[config.mk]
export PLATFORM = sky130hd
export DESIGN_NAME = imem_cache_flat
export DESIGN_NICKNAME = d
export VERILOG_FILES = /design/src/rtl/imem_cache_if.sv /design/src/rtl/imem_cache.sv /design/src/flat_wrapper.sv
export SDC_FILE = /design/constraint.sdc
export NUM_CORES = 2
export LEC_CHECK = 0
export CORE_ASPECT_RATIO = 1.1
export CORE_MARGIN = 2
export CORE_UTILIZATION = 45
export CTS_CLUSTER_DIAMETER = 200
export DETAILED_ROUTE_END_ITERATION = 8
export GPL_TIMING_DRIVEN = 0
export PLACE_DENSITY_LB_ADDON = 0.15
export SLEW_MARGIN = 20
export SYNTH_ARGS = -nofsm -noshare
export SYNTH_HDL_FRONTEND = slang
export SYNTH_SLANG_ARGS = --single-unit
export TNS_END_PERCENT = 30
[constraint.sdc]
create_clock -name CLK -period 7.2 [get_ports CLK]
set_input_delay 1.44 -clock CLK [delete_from_list [all_inputs] [get_ports CLK]]
set_output_delay 1.44 -clock CLK [all_outputs]
set_load 0.01 [all_outputs]
[src/rtl/imem_cache_if.sv]
// Line-fill memory bus between imem_cache (master) and backing memory (slave).
// One word per MEM_ACK; MEM_ADDR is word aligned and held while waiting for the ack.
interface imem_cache_if;
  logic        MEM_REQ;
  logic [63:0] MEM_ADDR;
  logic        MEM_ACK;
  logic [31:0] MEM_RDATA;

  modport master (output MEM_REQ, MEM_ADDR, input  MEM_ACK, MEM_RDATA);
  modport slave  (input  MEM_REQ, MEM_ADDR, output MEM_ACK, MEM_RDATA);
endinterface

[src/rtl/imem_cache.sv]
// Direct-mapped instruction cache: 16 lines x 4 words, zero-latency hit, blocking line fill.
// Optional perf counters (HIT_CNT / MISS_CNT) are built only when ICACHE_PERF_CNT_EN is defined.
module imem_cache (
  input  logic                CLK,
  input  logic                RESET,
  input  logic [63:0]         PC,
  output logic                icache_r,
  output logic [31:0]         instruction,
  imem_cache_if.master        mem,
  output logic [31:0]         HIT_CNT,
  output logic [31:0]         MISS_CNT
);
  localparam int LINES = 16;
  localparam int WORDS = 4;

  typedef enum logic {IDLE, FILL} state_t;

  state_t                   state, state_nxt;
  logic [LINES-1:0]         valid;
  logic [55:0]              tag_q  [LINES];
  logic [WORDS-1:0][31:0]   data_q [LINES];
  logic [59:0]              base_q;   // PC[63:4] of the line being filled
  logic [1:0]               k_q;

  logic [55:0] pc_tag;
  logic [3:0]  pc_idx, fill_idx;
  logic [1:0]  pc_word;
  logic        in_range, hit, start_fill, fill_ack;
  logic        unused_pc_lsb;

  assign pc_tag        = PC[63:8];
  assign pc_idx        = PC[7:4];
  assign pc_word       = PC[3:2];
  assign in_range      = (PC[63:32] == 32'd0);
  assign fill_idx      = base_q[3:0];
  assign unused_pc_lsb = ^PC[1:0];
  assign fill_ack      = (state == FILL) && mem.MEM_ACK;

  assign hit = (state == IDLE) && !RESET && in_range && valid[pc_idx] &&
               (tag_q[pc_idx] == pc_tag);

  always_comb begin
    state_nxt    = state;
    start_fill   = 1'b0;
    mem.MEM_REQ  = 1'b0;
    mem.MEM_ADDR = 64'd0;
    icache_r     = hit;
    instruction  = hit ? data_q[pc_idx][pc_word] : 32'd0;
    case (state)
      IDLE: begin
        if (in_range && !hit) begin
          start_fill = 1'b1;
          state_nxt  = FILL;
        end
      end
      FILL: begin
        mem.MEM_REQ  = 1'b1;
        // line base has zero low nibble, so concatenation is base + 4k
        mem.MEM_ADDR = {base_q, k_q, 2'b00};
        if (mem.MEM_ACK && (k_q == 2'd3)) state_nxt = IDLE;
      end
      default: state_nxt = IDLE;
    endcase
  end

  always_ff @(posedge CLK) begin
    if (RESET) begin
      state  <= IDLE;
      valid  <= '0;
      k_q    <= 2'd0;
      base_q <= '0;
    end else begin
      state <= state_nxt;
      if (start_fill) begin
        base_q <= PC[63:4];
        k_q    <= 2'd0;
      end else if (fill_ack) begin
        k_q <= k_q + 2'd1;
        if (k_q == 2'd3) valid[fill_idx] <= 1'b1;
      end
    end
  end

  // Storage arrays carry no reset; valid bits alone qualify their contents.
  always_ff @(posedge CLK) begin
    if (!RESET && fill_ack) begin
      data_q[fill_idx][k_q] <= mem.MEM_RDATA;
      if (k_q == 2'd3) tag_q[fill_idx] <= base_q[59:4];
    end
  end

`ifdef ICACHE_PERF_CNT_EN
  always_ff @(posedge CLK) begin
    if (RESET) begin
      HIT_CNT  <= 32'd0;
      MISS_CNT <= 32'd0;
    end else begin
      if (icache_r && (HIT_CNT != 32'hFFFF_FFFF))    HIT_CNT  <= HIT_CNT + 32'd1;
      if (start_fill && (MISS_CNT != 32'hFFFF_FFFF)) MISS_CNT <= MISS_CNT + 32'd1;
    end
  end
`else
  assign HIT_CNT  = 32'd0;
  assign MISS_CNT = 32'd0;
`endif

endmodule

[src/flat_wrapper.sv]
// flat-port wrapper written by rule: the top's interface ports become plain ports
module imem_cache_flat 
  (CLK, RESET, PC, icache_r, instruction, HIT_CNT, MISS_CNT, mem_MEM_REQ, mem_MEM_ADDR, mem_MEM_ACK, mem_MEM_RDATA);
  imem_cache_if mem_i ();
  input  logic CLK;
  input  logic RESET;
  input  logic [63:0] PC;
  output logic icache_r;
  output logic [31:0] instruction;
  output logic [31:0] HIT_CNT;
  output logic [31:0] MISS_CNT;
  output wire logic [$bits(mem_i.MEM_REQ)-1:0] mem_MEM_REQ;
  output wire logic [$bits(mem_i.MEM_ADDR)-1:0] mem_MEM_ADDR;
  input wire logic [$bits(mem_i.MEM_ACK)-1:0] mem_MEM_ACK;
  input wire logic [$bits(mem_i.MEM_RDATA)-1:0] mem_MEM_RDATA;
  assign mem_MEM_REQ = mem_i.MEM_REQ;
  assign mem_MEM_ADDR = mem_i.MEM_ADDR;
  assign mem_i.MEM_ACK = mem_MEM_ACK;
  assign mem_i.MEM_RDATA = mem_MEM_RDATA;
  imem_cache u_core (.CLK(CLK), .RESET(RESET), .PC(PC), .icache_r(icache_r), .instruction(instruction), .mem(mem_i), .HIT_CNT(HIT_CNT), .MISS_CNT(MISS_CNT));
endmodule
Word-level counts from Yosys, hierarchy flattened
Memory sizes are Yosys's and may differ from the RTL's.
Index checks and enable logic that the tools add are counted.
W data, S select, Z words.
{"block": "word_totals", "elab_cells": 53, "ram_bits": 2944, "memories": 2, "register_bits": 79, "output_inout_bits": 162}
{"name": "u_core.data_q", "words": 16, "word_bits": 128, "rd": 1, "rd_clocked_by_memory_dff": 0, "write_ports": 1, "line_no": "imem_cache.sv:21", "text": "logic [WORDS-1:0][31:0] data_q [LINES];"}
{"name": "u_core.tag_q", "words": 16, "word_bits": 56, "rd": 1, "rd_clocked_by_memory_dff": 0, "write_ports": 1, "line_no": "imem_cache.sv:20", "text": "logic [55:0] tag_q [LINES];"}
{"block": "classes", "mux": 20, "n_eq_ne": 2, "bitwise": 3, "reduce_logical": 15, "n_addsub": 1, "n_lt_le_gt_ge": 6}
{"cell": "$mux W128", "n": 1}
{"cell": "$mux W32", "n": 3}
{"cell": "$bmux W32 S2", "n": 1}
{"cell": "$demux W32 S2", "n": 1}
{"cell": "$mux W64", "n": 1}
{"cell": "$eq A56 B56 Y1", "n": 1}
{"cell": "$logic_not A32 Y1", "n": 1}
{"cell": "$or A16 B16 Y16", "n": 1}
{"cell": "$logic_and A1 B1 Y1", "n": 10}
{"cell": "$lt A4 B5 Y1 const B", "n": 2}
{"cell": "$mux W1", "n": 10}
{"cell": "$lt A2 B3 Y1 const B", "n": 2}
{"cell": "$bmux W1 S4", "n": 1}
{"cell": "$demux W1 S4", "n": 1}
{"cell": "$ge A4 B1 Y1 const B", "n": 1}
{"cell": "$reduce_and A3 Y1", "n": 1}
{"cell": "$add A2 B1 Y2 const B", "n": 1}
{"cell": "$eq A2 B2 Y1 const B", "n": 1}
{"cell": "$ge A2 B1 Y1 const B", "n": 1}
{"cell": "$logic_not A1 Y1", "n": 2}
{"cell": "$not A1 Y1", "n": 2}
{"cell": "$pmux W1 S2", "n": 1}
{"cell": "$reduce_or A2 Y1", "n": 1}

Logic depth before layout (Yosys ltp)
{"block": "logic_depth", "ltp_word": 11, "ltp_mapped": 16}

Worst setup path after synthesis
OpenSTA, ideal clock, no wires.
{"block": "synth_path", "path_kind": "input -> register", "from": "input RESET", "to": "memory u_core.data_q[14][100] (netlist bit), enable pin", "slack_ps": 872, "path_stages": 4, "arrival_time_ps": 5793, "path_cell_list": "clkbuf_1 > nand4b_1 > clkbuf_1 > nor2_1"}
{"block": "synth_between", "elab_chain_cells": 4}
{"item": "start, declared", "line_no": "flat_wrapper.sv:6", "text": "input logic RESET;"}
{"item": "$logic_not A1 Y1", "line_no": "imem_cache.sv:86", "text": "if (!RESET && fill_ack) begin"}
{"item": "$logic_and A1 B1 Y1", "line_no": "imem_cache.sv:86"}
{"item": "$mux W1", "line_no": "imem_cache.sv:86"}
{"item": "$mux W128 (not written as such)", "line_no": "imem_cache.sv:87", "text": "data_q[fill_idx][k_q] <= mem.MEM_RDATA;"}
{"item": "end, declared", "line_no": "imem_cache.sv:21"}
Every way passes these cells.

Worst setup path in the final report
{"block": "layout_path", "from": "input PC[4]", "to": "output instruction[6]"}
{"block": "layout_between", "elab_chain_cells": 5}
{"item": "start, declared", "line_no": "flat_wrapper.sv:7", "text": "input logic [63:0] PC;"}
{"item": "parallel branches: the longest is 4 deep, another holds $mem_v2 Z16 W56"}
{"item": "$mux W32 (*)", "line_no": "imem_cache.sv:48", "text": "instruction = hit ? data_q[pc_idx][pc_word] : 32'd0;"}
{"item": "end, declared", "line_no": "flat_wrapper.sv:9", "text": "output logic [31:0] instruction;"}
Every way passes the cells marked *. The select of a mux whose other input is x is not followed.

==> results.toml <==
[sta]
worst_slew_pin_slew_ns = 1.12
slew_headroom_pct = 25.5
holdWs_ns = 0.478
setup_viol = 0
drv_slew = 0
timing.fmax_mhz = 139
fin_crit_ns = 7.19
skew_ns = 0.0400
hold_viol_final = 0
period_share_pct = 99.9
rsz0062_at_grt = "yes"

[clocking]
hold_buffers = 0
cts_root_buf = "clkbuf_16"
clkTransAtPathRegs_ns = 0.05
cts_max_level = 5
cts_tree = "done"
insertion_delay_ns = 0.87
numCtsBuffers = 315
clockBufferDepth = 4
cts_sinks = 3023

[placement]
place_hpwl_mm = 242
io_buffers = 188
placed_cells = 8942
gp_congestion = 0.906

[worst_setup_path]
crit_cells = 16
worst-path-buf-inv = 8
cp-end-kind = "output port"
slowest_delay_ns = 0.57
worstRegToRegCells = 11
cp_max_fo = 11
crit_arrival_ns = 5.75
path_cells = "buf_6 -> buf_8 -> buf_8 -> buf_8 -> buf_6 -> buf_6 -> o2bb2ai_1 -> o2bb2ai_1 -> o31ai_2 -> xnor2_1 -> nor4_2 -> nand4_1 -> or2_4 -> clkbuf_2 -> nor2b_1 -> clkdlybuf4s50_1"
cp_data_required_time_ns = 5.76
start_kind = "input pin"
critical_path_class = "in2out"
crit_slowest_cell = "clkdlybuf4s50_1"
crit_family = "buffers and inverters"

[pwr]
power.share.switching_pct = 21.4
power.clock.fraction_pct = 43.1
p_int_mw = 29.1
power.total_mw = 37.0
p_switching_mw = 7.93
p_seq_share_pct = 51.9
combPwrFrac_pct = 5.0
power_density_nw_per_um2 = 265
p_leak_nw = 44.4
peakVddDrop_uv = 179

[cells_and_area]
layout_common_cells = "2944 x edfxtp_1, 864 x mux4_2, 325 x clkbuf_16"
stdcell_count = 9514
fin_nets = 5897
drive_gt1_share_pct = 33.0
syn_to_final_growth_pct = 19.2
final_common_cell = "edfxtp_1"
utilization_pct = 53.9

[floorplanning]
die_area_um2 = 264000
die_w_um = 490
core_area_um2 = 259000
start_util_pct = 45.2
row_count = 196
die_h_um = 539
ioPinCount = 261

[synthesis]
yosys_register_bits = 3023
synth_edf_count = 2944
synth_cell_types = 67
synth.cell_area_um2 = 117000
synth_ff_type = "edfxtp_1"
ys_seq_area_share_pct = 76.8
ys_warn_count = 0
postSynthAreaPerCell_um2 = 23.3
netlist_instances = 5032
async_reset_ff_share_pct = 0

[routing]
post-route-drc-count = 0
routedWlPerCell_um = 36.9
antenna_left = 0
drtPass1Iterations = 5
wl_mm = 351
viasPerCell = 6.08
vias = 57800
dr.first_iter.drc_count = 7597

[global_route]
grt_pass1_vias = 57900
antenna_found_initial = 22
overflow = 0
grt_usage_pct = 26.3
grt_max_degree = 65
grt_pass1_wl_mm = 479

[worst_hold_path]
whs_path_depth = 2
hp-class = "reg2reg"

[run_status]
status = "complete, no violations"

[flow_run]
drv_cap = 0
-- cells by family (layout without fill, tap and decap cells) --
logic type | after synthesis | count (layout) | synth area share, %
AO/OA/AOI/OAI | 143 | 143 | 0.885
XOR/XNOR | 56 | 56 | 0.419
adder cells (fa/ha/maj) | 4 | 4 | 0.0427
buffers and inverters | 356 | 1291 | 1.59
flip-flops | 3023 | 3023 | 76.8
multiplexers | 1046 | 1046 | 18.2
other | 1 | 83 | 0.00320
AND/OR/NAND/NOR | 403 | 403 | 2.05
-- metrics by stage --
stage / worst slack (ns) / cell area, µm² / TNS, ns
global placement: -5.93 / 124000 / -8047.83
detailed placement: -2.15 / 129000 / -68.32
finish: 0.0108 / 140000 / 0
CTS: 0.0000471 / 140000 / 0
global route: 0.00139 / 140000 / 0
floorplan: 0.872 / 117000 / 0
-- repair_timing --
| action | in CTS | in global routing |
|---|---|---|
| setup buffers | 1 | 0 |
| endpoints found under the hold margin | 0 | 0 |
| pin swaps | 5 | 2 |
| endpoints found under the setup margin | 33 | 31 |
| gates resized for setup | 368 | 42 |
-- Yosys cell counts, drive strengths merged, types with 5 or more instances --
cell	count	share of area, %
o2bb2ai	5	0.037
xor2	35	0.26
o211ai	7	0.045
buf	226	1.2
a31oi	8	0.043
edfxtp	2944	75
nor2b	50	0.27
a211oi	7	0.045
nand4	8	0.043
mux2	23	0.22
inv	24	0.077
nor3	10	0.051
nand3	18	0.077
o21ai	14	0.060
a22o	6	0.045
a22oi	17	0.11
and2	64	0.34
nor4	11	0.059
xnor2	21	0.16
o22ai	28	0.15
mux2i	159	1.4
o221ai	5	0.037
nor3b	35	0.36
mux4	864	17
dfxtp	79	1.4
nor2	84	0.27
nand2b	66	0.35
a21oi	14	0.060
a221oi	7	0.052
nand2	42	0.13
clkbuf	106	0.34
-- tightest hold or removal path, cell delays in order, from the launching register on --
cell and delay, ns:
dfxtp_1 0.31, inv_1 0.05, o22ai_1 0.07
-- worst paths after layout --
| kind | to | slack (ns) | start |
|---|---|---|---|
| worst min-delay path | u_core.valid[14] | 0.48 | u_core.valid[14] |
| worst max-delay path | instruction[6] | 0.01 | PC[4] |
| worst min register to register | u_core.valid[14] | 0.48 | u_core.valid[14] |
| worst max register to register | u_core.base_q[8] | 3.75 | u_core.tag_q[15][34] |
-- area by class of cell --
type	count	area, µm²
flip-flops and latches	3023	90000
multi-input cells	1718	26400
well taps	3465	4340
inverters	24	90.1
diodes	17	42.5
clock inverters	158	1390
repair buffers	381	6370
clock buffers	397	8530
plain buffers	331	2560
fillers	19700	119000
-- registers in the layout, summed over array words and instances (netlist names) --
name	count
u_core.data_q	2048
u_core.tag_q	896
u_core.base_q	60
u_core.valid	16
u_core.k_q	2
u_core.state	1
-- power groups by stage --
stage / Sequential [mW] / Clock, mW / Combinational (mW)
floorplan: 19.6 / 0 / 0.845
global placement: 19.6 / 0 / 1.73
detailed placement: 19.6 / 0 / 1.79
CTS: 19.2 / 16.2 / 1.84
global route: 19.2 / 16.8 / 1.88
finish: 19.2 / 16.0 / 1.84
-- layer usage --
| layer | vias to the layer above | routed length, µm | global-route usage, % |
|---|---|---|---|
| met2 | 2775 | 173000 | 43.5 |
| li1 | 22800 | - | - |
| met1 | 31700 | 137000 | 35.6 |
| met3 | 533 | 26800 | 4.06 |
| met4 | 2 | 14700 | 9.88 |
| met5 | - | 17 | 0 |
(Power assumes the default switching activity.)
